--- config.mk ---
export PLATFORM = sky130hd
export DESIGN_NAME = serial_adder_ctrl
export DESIGN_NICKNAME = d
export VERILOG_FILES = /design/src/rtl/serial_adder_ctrl.sv
export SDC_FILE = /design/constraint.sdc
export NUM_CORES = 1
export LEC_CHECK = 0
export CORE_ASPECT_RATIO = 0.7
export CORE_UTILIZATION = 53
export CTS_BUF_LIST = sky130_fd_sc_hd__clkbuf_4 sky130_fd_sc_hd__clkbuf_8 sky130_fd_sc_hd__clkbuf_16
export DETAILED_ROUTE_END_ITERATION = 7
export MAX_ROUTING_LAYER = met4
export PLACE_DENSITY = 0.82
export SYNTH_ARGS = -nofsm -noshare
export SYNTH_HDL_FRONTEND = slang
export SYNTH_SLANG_ARGS = --single-unit
--- constraint.sdc ---
create_clock -name clk -period 3.7 [get_ports clk]
set_input_delay 0.555 -clock clk [delete_from_list [all_inputs] [get_ports clk]]
set_output_delay 0.555 -clock clk [all_outputs]
set_load 0.01 [all_outputs]
--- src/rtl/serial_adder_ctrl.sv ---
// rtl/serial_adder_ctrl.sv - bit-serial adder sequencer time-sharing one full_adder cell
module serial_adder_ctrl #(
  parameter int WIDTH = 8
) (
  input  logic             clk,
  input  logic             rst,
  input  logic             in_valid,
  output logic             in_ready,
  input  logic [WIDTH-1:0] a_in,
  input  logic [WIDTH-1:0] b_in,
  input  logic             cin_in,
  output logic             busy,
  output logic             out_valid,
  input  logic             out_ready,
  output logic [WIDTH-1:0] sum_out,
  output logic             cout_out
);

  localparam int CW = $clog2(WIDTH) + 1;

  typedef enum logic [1:0] {
    ST_IDLE = 2'd0,
    ST_RUN  = 2'd1,
    ST_DONE = 2'd2
  } state_t;

  state_t           state_q, state_d;
  logic [WIDTH-1:0] a_sh_q, a_sh_d;
  logic [WIDTH-1:0] b_sh_q, b_sh_d;
  logic [WIDTH-1:0] sum_sh_q, sum_sh_d;
  logic [WIDTH-1:0] sum_out_q, sum_out_d;
  logic             carry_q, carry_d;
  logic             cout_q, cout_d;
  logic [CW-1:0]    cnt_q, cnt_d;

  logic             fa_sum;
  logic             fa_cout;
  logic             last_bit;
  logic [WIDTH-1:0] sum_msb;
  logic [WIDTH-1:0] sum_sh_next;

  // The single adder cell always sees the current LSBs and the running carry
  full_adder u_fa (
    .a_i (a_sh_q[0]),
    .b_i (b_sh_q[0]),
    .c_i (carry_q),
    .s_o (fa_sum),
    .c_o (fa_cout)
  );

  assign last_bit = (cnt_q == CW'(WIDTH - 1));

  // New sum bit enters at the MSB so after WIDTH shifts bit 0 lands at the LSB
  always_comb begin
    sum_msb            = '0;
    sum_msb[WIDTH-1]   = fa_sum;
    sum_sh_next        = (sum_sh_q >> 1) | sum_msb;
  end

  // Next-state logic for IDLE -> RUN -> DONE -> IDLE
  always_comb begin
    state_d = state_q;
    case (state_q)
      ST_IDLE: if (in_valid) state_d = ST_RUN;
      ST_RUN:  if (last_bit) state_d = ST_DONE;
      ST_DONE: if (out_ready) state_d = ST_IDLE;
      default: state_d = ST_IDLE;
    endcase
  end

  // Datapath next values: capture on accept, shift one bit per RUN cycle
  always_comb begin
    a_sh_d    = a_sh_q;
    b_sh_d    = b_sh_q;
    sum_sh_d  = sum_sh_q;
    sum_out_d = sum_out_q;
    carry_d   = carry_q;
    cout_d    = cout_q;
    cnt_d     = cnt_q;
    case (state_q)
      ST_IDLE: begin
        if (in_valid) begin
          a_sh_d  = a_in;
          b_sh_d  = b_in;
          carry_d = cin_in;
          cnt_d   = '0;
        end
      end
      ST_RUN: begin
        a_sh_d   = a_sh_q >> 1;
        b_sh_d   = b_sh_q >> 1;
        sum_sh_d = sum_sh_next;
        carry_d  = fa_cout;
        cnt_d    = cnt_q + CW'(1);
        // Result registers only change on entry to DONE, so they hold the
        // previous answer while a new operation is being computed
        if (last_bit) begin
          sum_out_d = sum_sh_next;
          cout_d    = fa_cout;
        end
      end
      default: ;
    endcase
  end

  // State register
  always_ff @(posedge clk) begin
    if (rst) state_q <= ST_IDLE;
    else     state_q <= state_d;
  end

  // Datapath registers; reset discards any in-flight or pending result
  always_ff @(posedge clk) begin
    if (rst) begin
      a_sh_q    <= '0;
      b_sh_q    <= '0;
      sum_sh_q  <= '0;
      sum_out_q <= '0;
      carry_q   <= 1'b0;
      cout_q    <= 1'b0;
      cnt_q     <= '0;
    end else begin
      a_sh_q    <= a_sh_d;
      b_sh_q    <= b_sh_d;
      sum_sh_q  <= sum_sh_d;
      sum_out_q <= sum_out_d;
      carry_q   <= carry_d;
      cout_q    <= cout_d;
      cnt_q     <= cnt_d;
    end
  end

  assign in_ready  = (state_q == ST_IDLE);
  assign busy      = (state_q == ST_RUN);
  assign out_valid = (state_q == ST_DONE);
  assign sum_out   = sum_out_q;
  assign cout_out  = cout_q;

endmodule

// One-bit full adder cell shared by the sequencer
module full_adder (
  input  logic a_i,
  input  logic b_i,
  input  logic c_i,
  output logic s_o,
  output logic c_o
);

  assign s_o = a_i ^ b_i ^ c_i;
  assign c_o = (a_i & b_i) | (a_i & c_i) | (b_i & c_i);

endmodule

======== Word level (Yosys, flattened, before mapping) ========
Cells that the tools add are included.
word-level totals
  flip-flop bits (word level) ............. 40
  input bits .............................. 21
  output and inout port bits .............. 12
  logic and storage cells ................. 40
operators by class
  add/sub/neg operators ................... 1
  equality and inequality tests ........... 6
  multiplexer cells ....................... 12
  bitwise logic cells ..................... 8
  reduce and logical (&&, ||, !) cells .... 5
operator list
  cell                                                  count
  case mux 8 bit (2 select lines)                       2
  two-way mux 8 bit                                     2
  OR 7 x 8 -> 8 bit                                     1
  case mux 4 bit (2 select lines)                       1
  two-way mux 2 bit                                     3
  case mux 2 bit (3 select lines)                       1
  adder 4 x 1 -> 4 bit (second input constant)          1
  equality test 4 x 3 -> 1 bit (second input constant)  1
  two-way mux 4 bit                                     1
  != test 2 x 1 -> 1 bit (second input constant)        2
  AND reduction 2 bit                                   2
  bitwise AND 1 bit                                     3
  AND reduction 3 bit                                   1
  equality test 2 x 1 -> 1 bit (second input constant)  1
  equality test 2 bit (second input constant)           1
  zero test 2 bit                                       1
  != test 2 bit (second input constant)                 1
  OR 1 bit                                              2
  case mux 1 bit (2 select lines)                       1
  nonzero test 2 bit                                    1
  bitwise XOR 1 bit                                     2
  two-way mux 1 bit                                     1

======== Longest topological paths before layout ========
Gate-level depths: netlist (run 1).
  depth in word-level cells ............... 4
  mapped depth ............................ 7
  gate-level depth less buffers ........... 4

======== Modules after synthesis ========
A second synthesis (run 1) with hierarchy kept.
unflattened totals
  cells, all modules ...................... 194
  area, all modules ....................... 1,739.2 sq um
by module, submodules not included
  module             times used  cells an instance  area each (sq um)  sequential area each (sq um)
  serial_adder_ctrl  1           193                1,719.1            780.7
  full_adder         1           1                  20.0               0.0

======== Worst setup path before layout (run 1) ========
No wires, ideal clock.
  path kind ............................... register to output
  start point ............................. reg state_q[0]
  end point ............................... out busy
  arrival time ............................ 0.867 ns
  data required time ...................... 3.145 ns
  setup slack ............................. 2.278 ns
  stages on the path, launching flop included .. 6
  buffers on the path ..................... 3
  path through ............................ dfxtp_1 -> buf_6 -> nand2b_2 -> buf_6 -> inv_1 -> buf_2
between the ends
  longest elaborated chain between the ends .. 1
ends and longest elaborated chain
  item                          RTL line  RTL
  from (decl)                   27        state_t state_q, state_d;
  from (signal assigned)        109       else state_q <= state_d;
  equality test 2 x 1 -> 1 bit  134       assign busy = (state_q == ST_RUN);
  to (decl)                     12        output logic busy,
Every way passes these cells.

======== Worst setup path in the final report (run 1) ========
Same ends and word-level chain as after synthesis.

==> impl_metrics.py, run 1 <==
metrics = {
    "floorplan": {
        "core_area_um2": 2880,
        "initial_core_util": 0.577,
        "rows": 16,
        "die_h_um": 48.9,
        "io-pin-count": 33,
        "die_w_um": 69.0,
        "die-area_um2": 3370,
    },
    "timing": {
        "setup_viol": 0,
        "relSlewSlack": 0.593,
        "fin_crit_sh": 0.713,
        "tightest_slew_ns": 0.610,
        "clock_skew_ns": 0.00817,
        "min_period_ns": 2.64,
        "drv_slew": 0,
        "hold_slack_ns": 0.475,
        "hold_violations": 0,
        "final.setup.worst_slack_ns": 1.06,
        "finalSetupTns_ns": 0,
        "fmax_mhz": 379,
        "rsz0062_at_grt": "false",
    },
    "cts": {
        "cts_root_buf": "clkbuf_8",
        "cts_tree": "yes",
        "cts_resized": 0,
        "cts.sinks": 39,
        "cts_buffer_depth": 2,
        "clk_latency_ns": 0.30,
        "cts_hold_buf": 0,
        "post_cts_buffers": 0,
        "numCtsBuffers": 5,
        "htree_levels": 2,
        "clk_pin_slew_ns": 0.07,
    },
    "power": {
        "p_leak_nw": 0.710,
        "p_per_area_nw_per_um2": 426,
        "peakVddDrop_v": 0.000283,
    },
    "yosys": {
        "avgSynthCellArea_um2": 8.62,
        "synth-warning-count": 0,
        "ys_seq_area_frac": 0.469,
        "yosysUniqueCellTypes": 29,
        "syn-num-nets": 216,
        "synth_seq_cells": 39,
        "netlist_area_um2": 1660,
        "synthCells": 193,
    },
    "cells_and_area": {
        "layout_commonest_cell": "dfxtp_1",
        "final_cells": 254,
        "nets": 240,
        "syn_to_final_growth_pct": 23.2,
        "n_antenna_cell": 0,
        "fillers": 226,
        "final_cell_mix": "39 x dfxtp_1, 32 x clkdlybuf4s50_1, 30 x nor2_1",
        "drive_gt1_frac": 0.0550,
        "regArea_um2": 781,
        "multiInputGateArea_um2": 771,
    },
    "critical_path": {
        "ff2ff_setup_slack_ns": 1.88,
        "worst_setup_path_start_kind": "flop",
        "cp-end-kind": "output pin",
        "startpoint": "state_q[0]$_SDFFE_PP0P_",
        "slowest_delay_ns": 0.71,
        "crit_path_max_fanout": 20,
        "cp_slowest_cell": "dfxtp_1",
        "cp.arrival_ns": 2.08,
        "crit_chain": "nand2b_2, inv_1, clkdlybuf4s50_1",
        "endpoint": "busy",
        "crit_type": "flop to output pin",
        "ff2ff_path_depth": 5,
        "reg2reg_from": "state_q[0]$_SDFFE_PP0P_",
        "r2r-end": "cnt_q[0]$_SDFFE_PP0P_",
        "critPathRequiredTime_ns": 3.14,
    },
    "global_routing": {
        "antenna_found_initial": 0,
        "gr-usage-all-layers": 0.247,
        "grt_pass1_wl_um": 6020,
        "grt_overflow": 0,
        "grt_max_degree": 40,
        "grt_pass1_vias": 1333,
    },
    "drt": {
        "drtAntennaViolNets": 0,
        "routedWlPerCell_um": 14.4,
        "drc": 0,
        "drt-total-wl_um": 3650,
        "drt_iter0_markers": 109,
        "via_count": 1506,
        "viasPerCell": 5.93,
        "drt_pass1_iterations": 4,
    },
    "placed_design": {
        "dp_hpwl_um": 2380,
        "io_buffers": 32,
        "dp.cells": 246,
        "gp_congestion": 0.782,
        "pre_cts_ws_ns": 1.35,
    },
    "hold_path": {
        "holdCritPathClass": "flop to flop",
    },
    "run_status": {
        "status": "complete, no violations",
    },
    "flow_run": {
        "maxCapViolations": 0,
    },
}
-- Yosys cell counts --
cell / count / share of area
ha_1: 1 / 0.0075
nand2b_2: 1 / 0.0053
dfxtp_1: 39 / 0.47
nand2b_1: 1 / 0.0038
buf_2: 5 / 0.015
nand2_1: 19 / 0.043
a31oi_1: 1 / 0.0038
inv_1: 4 / 0.0090
fa_1: 1 / 0.012
o31ai_1: 9 / 0.041
and3b_1: 1 / 0.0053
a32oi_1: 2 / 0.011
o22ai_1: 6 / 0.023
clkbuf_2: 1 / 0.0030
nand3_1: 11 / 0.033
o32a_1: 1 / 0.0060
clkbuf_1: 6 / 0.014
buf_1: 1 / 0.0023
buf_6: 3 / 0.020
o21bai_1: 1 / 0.0045
a22oi_1: 2 / 0.0090
a21oi_1: 17 / 0.051
o2bb2ai_1: 9 / 0.047
o21ba_2: 1 / 0.0060
nor2b_1: 1 / 0.0038
nor2_1: 30 / 0.068
a211oi_1: 17 / 0.077
buf_4: 1 / 0.0045
or3_1: 1 / 0.0038
-- logic make-up after synthesis --
family / count (synthesis) / synth area share
adders and majority gates: 2 / 0.0195
DFF: 39 / 0.469
AOI/OAI and AO/OA: 66 / 0.278
buffers and inverters: 21 / 0.0677
and+or+nand+nor: 65 / 0.165
-- registers in the layout (all words and copies together), names as in the netlist --
register  cells
a_sh_q        8
b_sh_q        8
carry_q       1
cnt_q         4
cout_out      1
state_q       2
sum_out       8
sum_sh_q      7
-- worst max-delay path: cells and delay by family (launching register included) --
family,cells,cell delay (ns)
buffers and inverters,2,0.72
flip-flops,1,0.71
AND/OR/NAND/NOR,1,0.36
-- final cells by class --
| class | count | area share |
|---|---|---|
| flip-flops and latches | 39 | 0.381 |
| repair buffers | 34 | 0.164 |
| multi-input cells | 133 | 0.376 |
| clock buffers | 7 | 0.0470 |
| inverters | 4 | 0.00732 |
| clock inverters | 1 | 0.00366 |
| well taps | 36 | 0.0220 |
-- power by group --
part           switching (mW)  internal (mW)  total, mW
Combinational          0.0496         0.0482     0.0978
Sequential             0.0158          0.439      0.455
Clock                   0.151          0.169      0.321
-- routing by layer --
| metal | vias to the layer above | global-route usage | part of all wire |
|---|---|---|---|
| met5 | - | - | 0 |
| met4 | 0 | 0.0918 | 0.012 |
| met3 | 5 | 0.0631 | 0.052 |
| met2 | 45 | 0.362 | 0.47 |
| met1 | 710 | 0.324 | 0.47 |
| li1 | 746 | - | - |
-- worst min-delay path by stage --
stage / from / endpoint / slack (ns) / cells past startpoint
2_1_floorplan: sum_sh_q[1]$_SDFFE_PP0N_ / sum_sh_q[1]$_SDFFE_PP0N_ / 0.44 / 2
3_3_place_gp: sum_sh_q[1]$_SDFFE_PP0N_ / sum_sh_q[1]$_SDFFE_PP0N_ / 0.45 / 2
3_5_place_dp: sum_sh_q[1]$_SDFFE_PP0N_ / sum_sh_q[1]$_SDFFE_PP0N_ / 0.46 / 2
4_1_cts: sum_sh_q[1]$_SDFFE_PP0N_ / sum_sh_q[1]$_SDFFE_PP0N_ / 0.47 / 2
5_1_grt: sum_sh_q[4]$_SDFFE_PP0N_ / sum_sh_q[3]$_SDFFE_PP0N_ / 0.49 / 2
6_report: sum_sh_q[1]$_SDFFE_PP0N_ / sum_sh_q[1]$_SDFFE_PP0N_ / 0.48 / 2
-- metrics by stage --
step / cell area [µm²] / util / total power, mW
floorplan: 1660 / - / 0.528
global placement: 1950 / 0.675 / 0.557
detailed placement: 1950 / 0.675 / 0.561
CTS: 2050 / 0.711 / 0.874
global route: 2050 / 0.711 / 0.907
finish: 2050 / 0.711 / 0.874
(Power assumes the default switching activity.)
==> inputs of run 2 (changes only) <==
--- a/config.mk
+++ b/config.mk
@@ -6,11 +6,11 @@
 export NUM_CORES = 1
 export LEC_CHECK = 0
 export CORE_ASPECT_RATIO = 0.7
-export CORE_UTILIZATION = 53
+export CORE_UTILIZATION = 45
 export CTS_BUF_LIST = sky130_fd_sc_hd__clkbuf_4 sky130_fd_sc_hd__clkbuf_8 sky130_fd_sc_hd__clkbuf_16
 export DETAILED_ROUTE_END_ITERATION = 7
 export MAX_ROUTING_LAYER = met4
-export PLACE_DENSITY = 0.82
+export PLACE_DENSITY = 0.74
 export SYNTH_ARGS = -nofsm -noshare
 export SYNTH_HDL_FRONTEND = slang
 export SYNTH_SLANG_ARGS = --single-unit
==> constraint.sdc (replaced) <==
create_clock -name clk -period 2.2 [get_ports clk]
set_input_delay 0.33 -clock clk [delete_from_list [all_inputs] [get_ports clk]]
set_output_delay 0.33 -clock clk [all_outputs]
set_load 0.01 [all_outputs]
==> run 2 against run 1 <==
  * Count of clock-buffer cells in the layout increased by 1
  * Global-route usage shrank 2.5 points
  * First-iteration DRC count shrank 17%
  * Core utilization down 12 points
  * Non-clock buffer count rose by 3
  * Combinational power is 76% higher
  * Final cell count increased by 6.7%
  * Final area rose by 2.0%
  * Clock power up 67%
==> impl_metrics.py, run 2 (synthesis gave the netlist of run 1 again) <==
metrics = {
    "run_status": {
        "status": "complete, no violations",
    },
    "floorplan": {
        "initial_core_util": 0.471,
        "core_area_um2": 3540,
        "die_h_um": 52.9,
        "io-pin-count": 33,
        "rows": 18,
        "die-area_um2": 3950,
        "die_w_um": 74.7,
    },
    "timing": {
        "drv_slew": 0,
        "rsz0062_at_grt": "false",
        "clock_skew_ns": 0.00360,
        "min_period_ns": 1.93,
        "finalSetupTns_ns": 0,
        "relSlewSlack": 0.673,
        "tightest_slew_ns": 0.490,
        "fin_crit_sh": 0.879,
        "fmax_mhz": 517,
        "hold_violations": 0,
        "setup_viol": 0,
    },
    "global_routing": {
        "gr-usage-all-layers": 0.222,
        "antenna_found_initial": 0,
        "grt_overflow": 0,
        "grt_max_degree": 40,
        "grt_use_met2": 0.305,
        "grt_use_met1": 0.301,
        "gr-max-usage-layer": "met2",
        "use_met3": 0.0590,
        "grt_pass1_vias": 1353,
        "grt_pass1_wl_um": 6290,
    },
    "drt": {
        "drt_pass1_iterations": 4,
        "via_count": 1462,
        "drc": 0,
        "drt_iter0_markers": 90,
        "routedWlPerCell_um": 13.3,
        "viasPerCell": 5.39,
        "drtAntennaViolNets": 0,
        "drt-total-wl_um": 3620,
    },
    "flow_run": {
        "maxCapViolations": 0,
    },
    "cells_and_area": {
        "final_cell_mix": "39 x dfxtp_1, 32 x clkdlybuf4s50_1, 30 x nor2_1",
        "n_antenna_cell": 0,
        "stdcell_area_um2": 2090,
        "fin_util": 0.591,
        "drive_gt1_frac": 0.0679,
        "nets": 243,
        "layout_commonest_cell": "dfxtp_1",
        "syn_to_final_growth_pct": 25.6,
    },
    "critical_path": {
        "worst_setup_path_start_kind": "flop",
        "r2r-end": "a_sh_q[0]$_SDFFE_PP0P_",
        "crit_path_max_fanout": 12,
        "cp_num_buf_inv": 2,
        "cp_slowest_cell": "dfxtp_1",
        "crit_family": "buffers and inverters",
        "cp.arrival_ns": 1.60,
        "critPathRequiredTime_ns": 1.87,
        "crit_chain": "nand2b_2, inv_1, clkdlybuf4s50_1",
        "slowest_delay_ns": 0.59,
        "crit_type": "flop to output pin",
        "reg2reg_from": "state_q[0]$_SDFFE_PP0P_",
        "ff2ff_path_depth": 4,
        "cp-end-kind": "output pin",
        "ff2ff_setup_slack_ns": 0.66,
    },
    "cts": {
        "numCtsBuffers": 5,
        "cts_tree": "yes",
        "cts_root_buf": "clkbuf_8",
        "htree_levels": 2,
        "post_cts_buffers": 0,
        "cts_buffer_depth": 2,
        "clk_pin_slew_ns": 0.07,
        "cts_hold_buf": 0,
        "cts_resized": 0,
        "clk_latency_ns": 0.29,
        "cts.sinks": 39,
    },
    "power": {
        "p_leak_nw": 0.729,
        "p_per_area_nw_per_um2": 704,
        "p_total_mw": 1.47,
        "peakVddDrop_v": 0.000349,
    },
    "hold_path": {
        "holdCritPathClass": "flop to flop",
        "worst_hold_path.endpoint": "sum_out[4]$_SDFFE_PP0P_",
        "hold_start": "sum_out[4]$_SDFFE_PP0P_",
        "hold_depth": 2,
    },
    "placed_design": {
        "gp_congestion": 0.765,
        "io_buffers": 32,
        "placed_cell_area_um2": 1990,
        "dp_hpwl_um": 2390,
    },
}
## run 2: cell types whose count changed in the layout (fill, tap and decap cells not counted), sizes merged
cell | previous run | this run
clkinvlp | 1 | 0
clkbuf | 7 | 8
buf | 2 | 5
## run 2: area by class of cell
class / instances / area (µm²)
fill: 328 / 1450
sequential: 39 / 781
timing repair buffer: 37 / 358
tap: 50 / 62.6
multi-input combinational: 133 / 771
clock buffer: 8 / 104
inverter: 4 / 15.0
## run 2: stage by stage
stage	setup slack, ns	hold slack, ns	std cells
floorplan	0.990	0.437	193
global placement	0.547	0.445	263
detailed placement	0.479	0.457	263
CTS	0.245	0.472	271
global route	0.140	0.489	271
finish	0.266	0.471	271
## run 2: worst max-delay path by stage
stage                             from                      end  slack [ns]  cells past startpoint
6_report       state_q[0]$_SDFFE_PP0P_                     busy        0.27                      3
5_1_grt        state_q[0]$_SDFFE_PP0P_                     busy        0.14                      3
4_1_cts        state_q[0]$_SDFFE_PP0P_                     busy        0.24                      3
3_5_place_dp                  in_valid   a_sh_q[6]$_SDFFE_PP0P_        0.48                      4
3_3_place_gp                  in_valid   a_sh_q[5]$_SDFFE_PP0P_        0.55                      4
2_1_floorplan  state_q[0]$_SDFFE_PP0P_  sum_out[6]$_SDFFE_PP0P_        0.99                      6
## run 2: worst min-delay path, stage by stage, from the launching register on
cell	delay (ns)
dfxtp_1	0.31
o31ai_1	0.06
a21oi_1	0.06
## run 2: where the power goes
part	internal, mW	switching [mW]
Combinational	0.0854	0.0870
Sequential	0.739	0.0235
Clock	0.298	0.238
Total	1.12	0.349
## run 2: routing by layer
layer,up-vias,share of wire
met5,-,0
met3,7,0.044
li1,747,-
met4,0,0.017
met1,670,0.52
met2,38,0.42
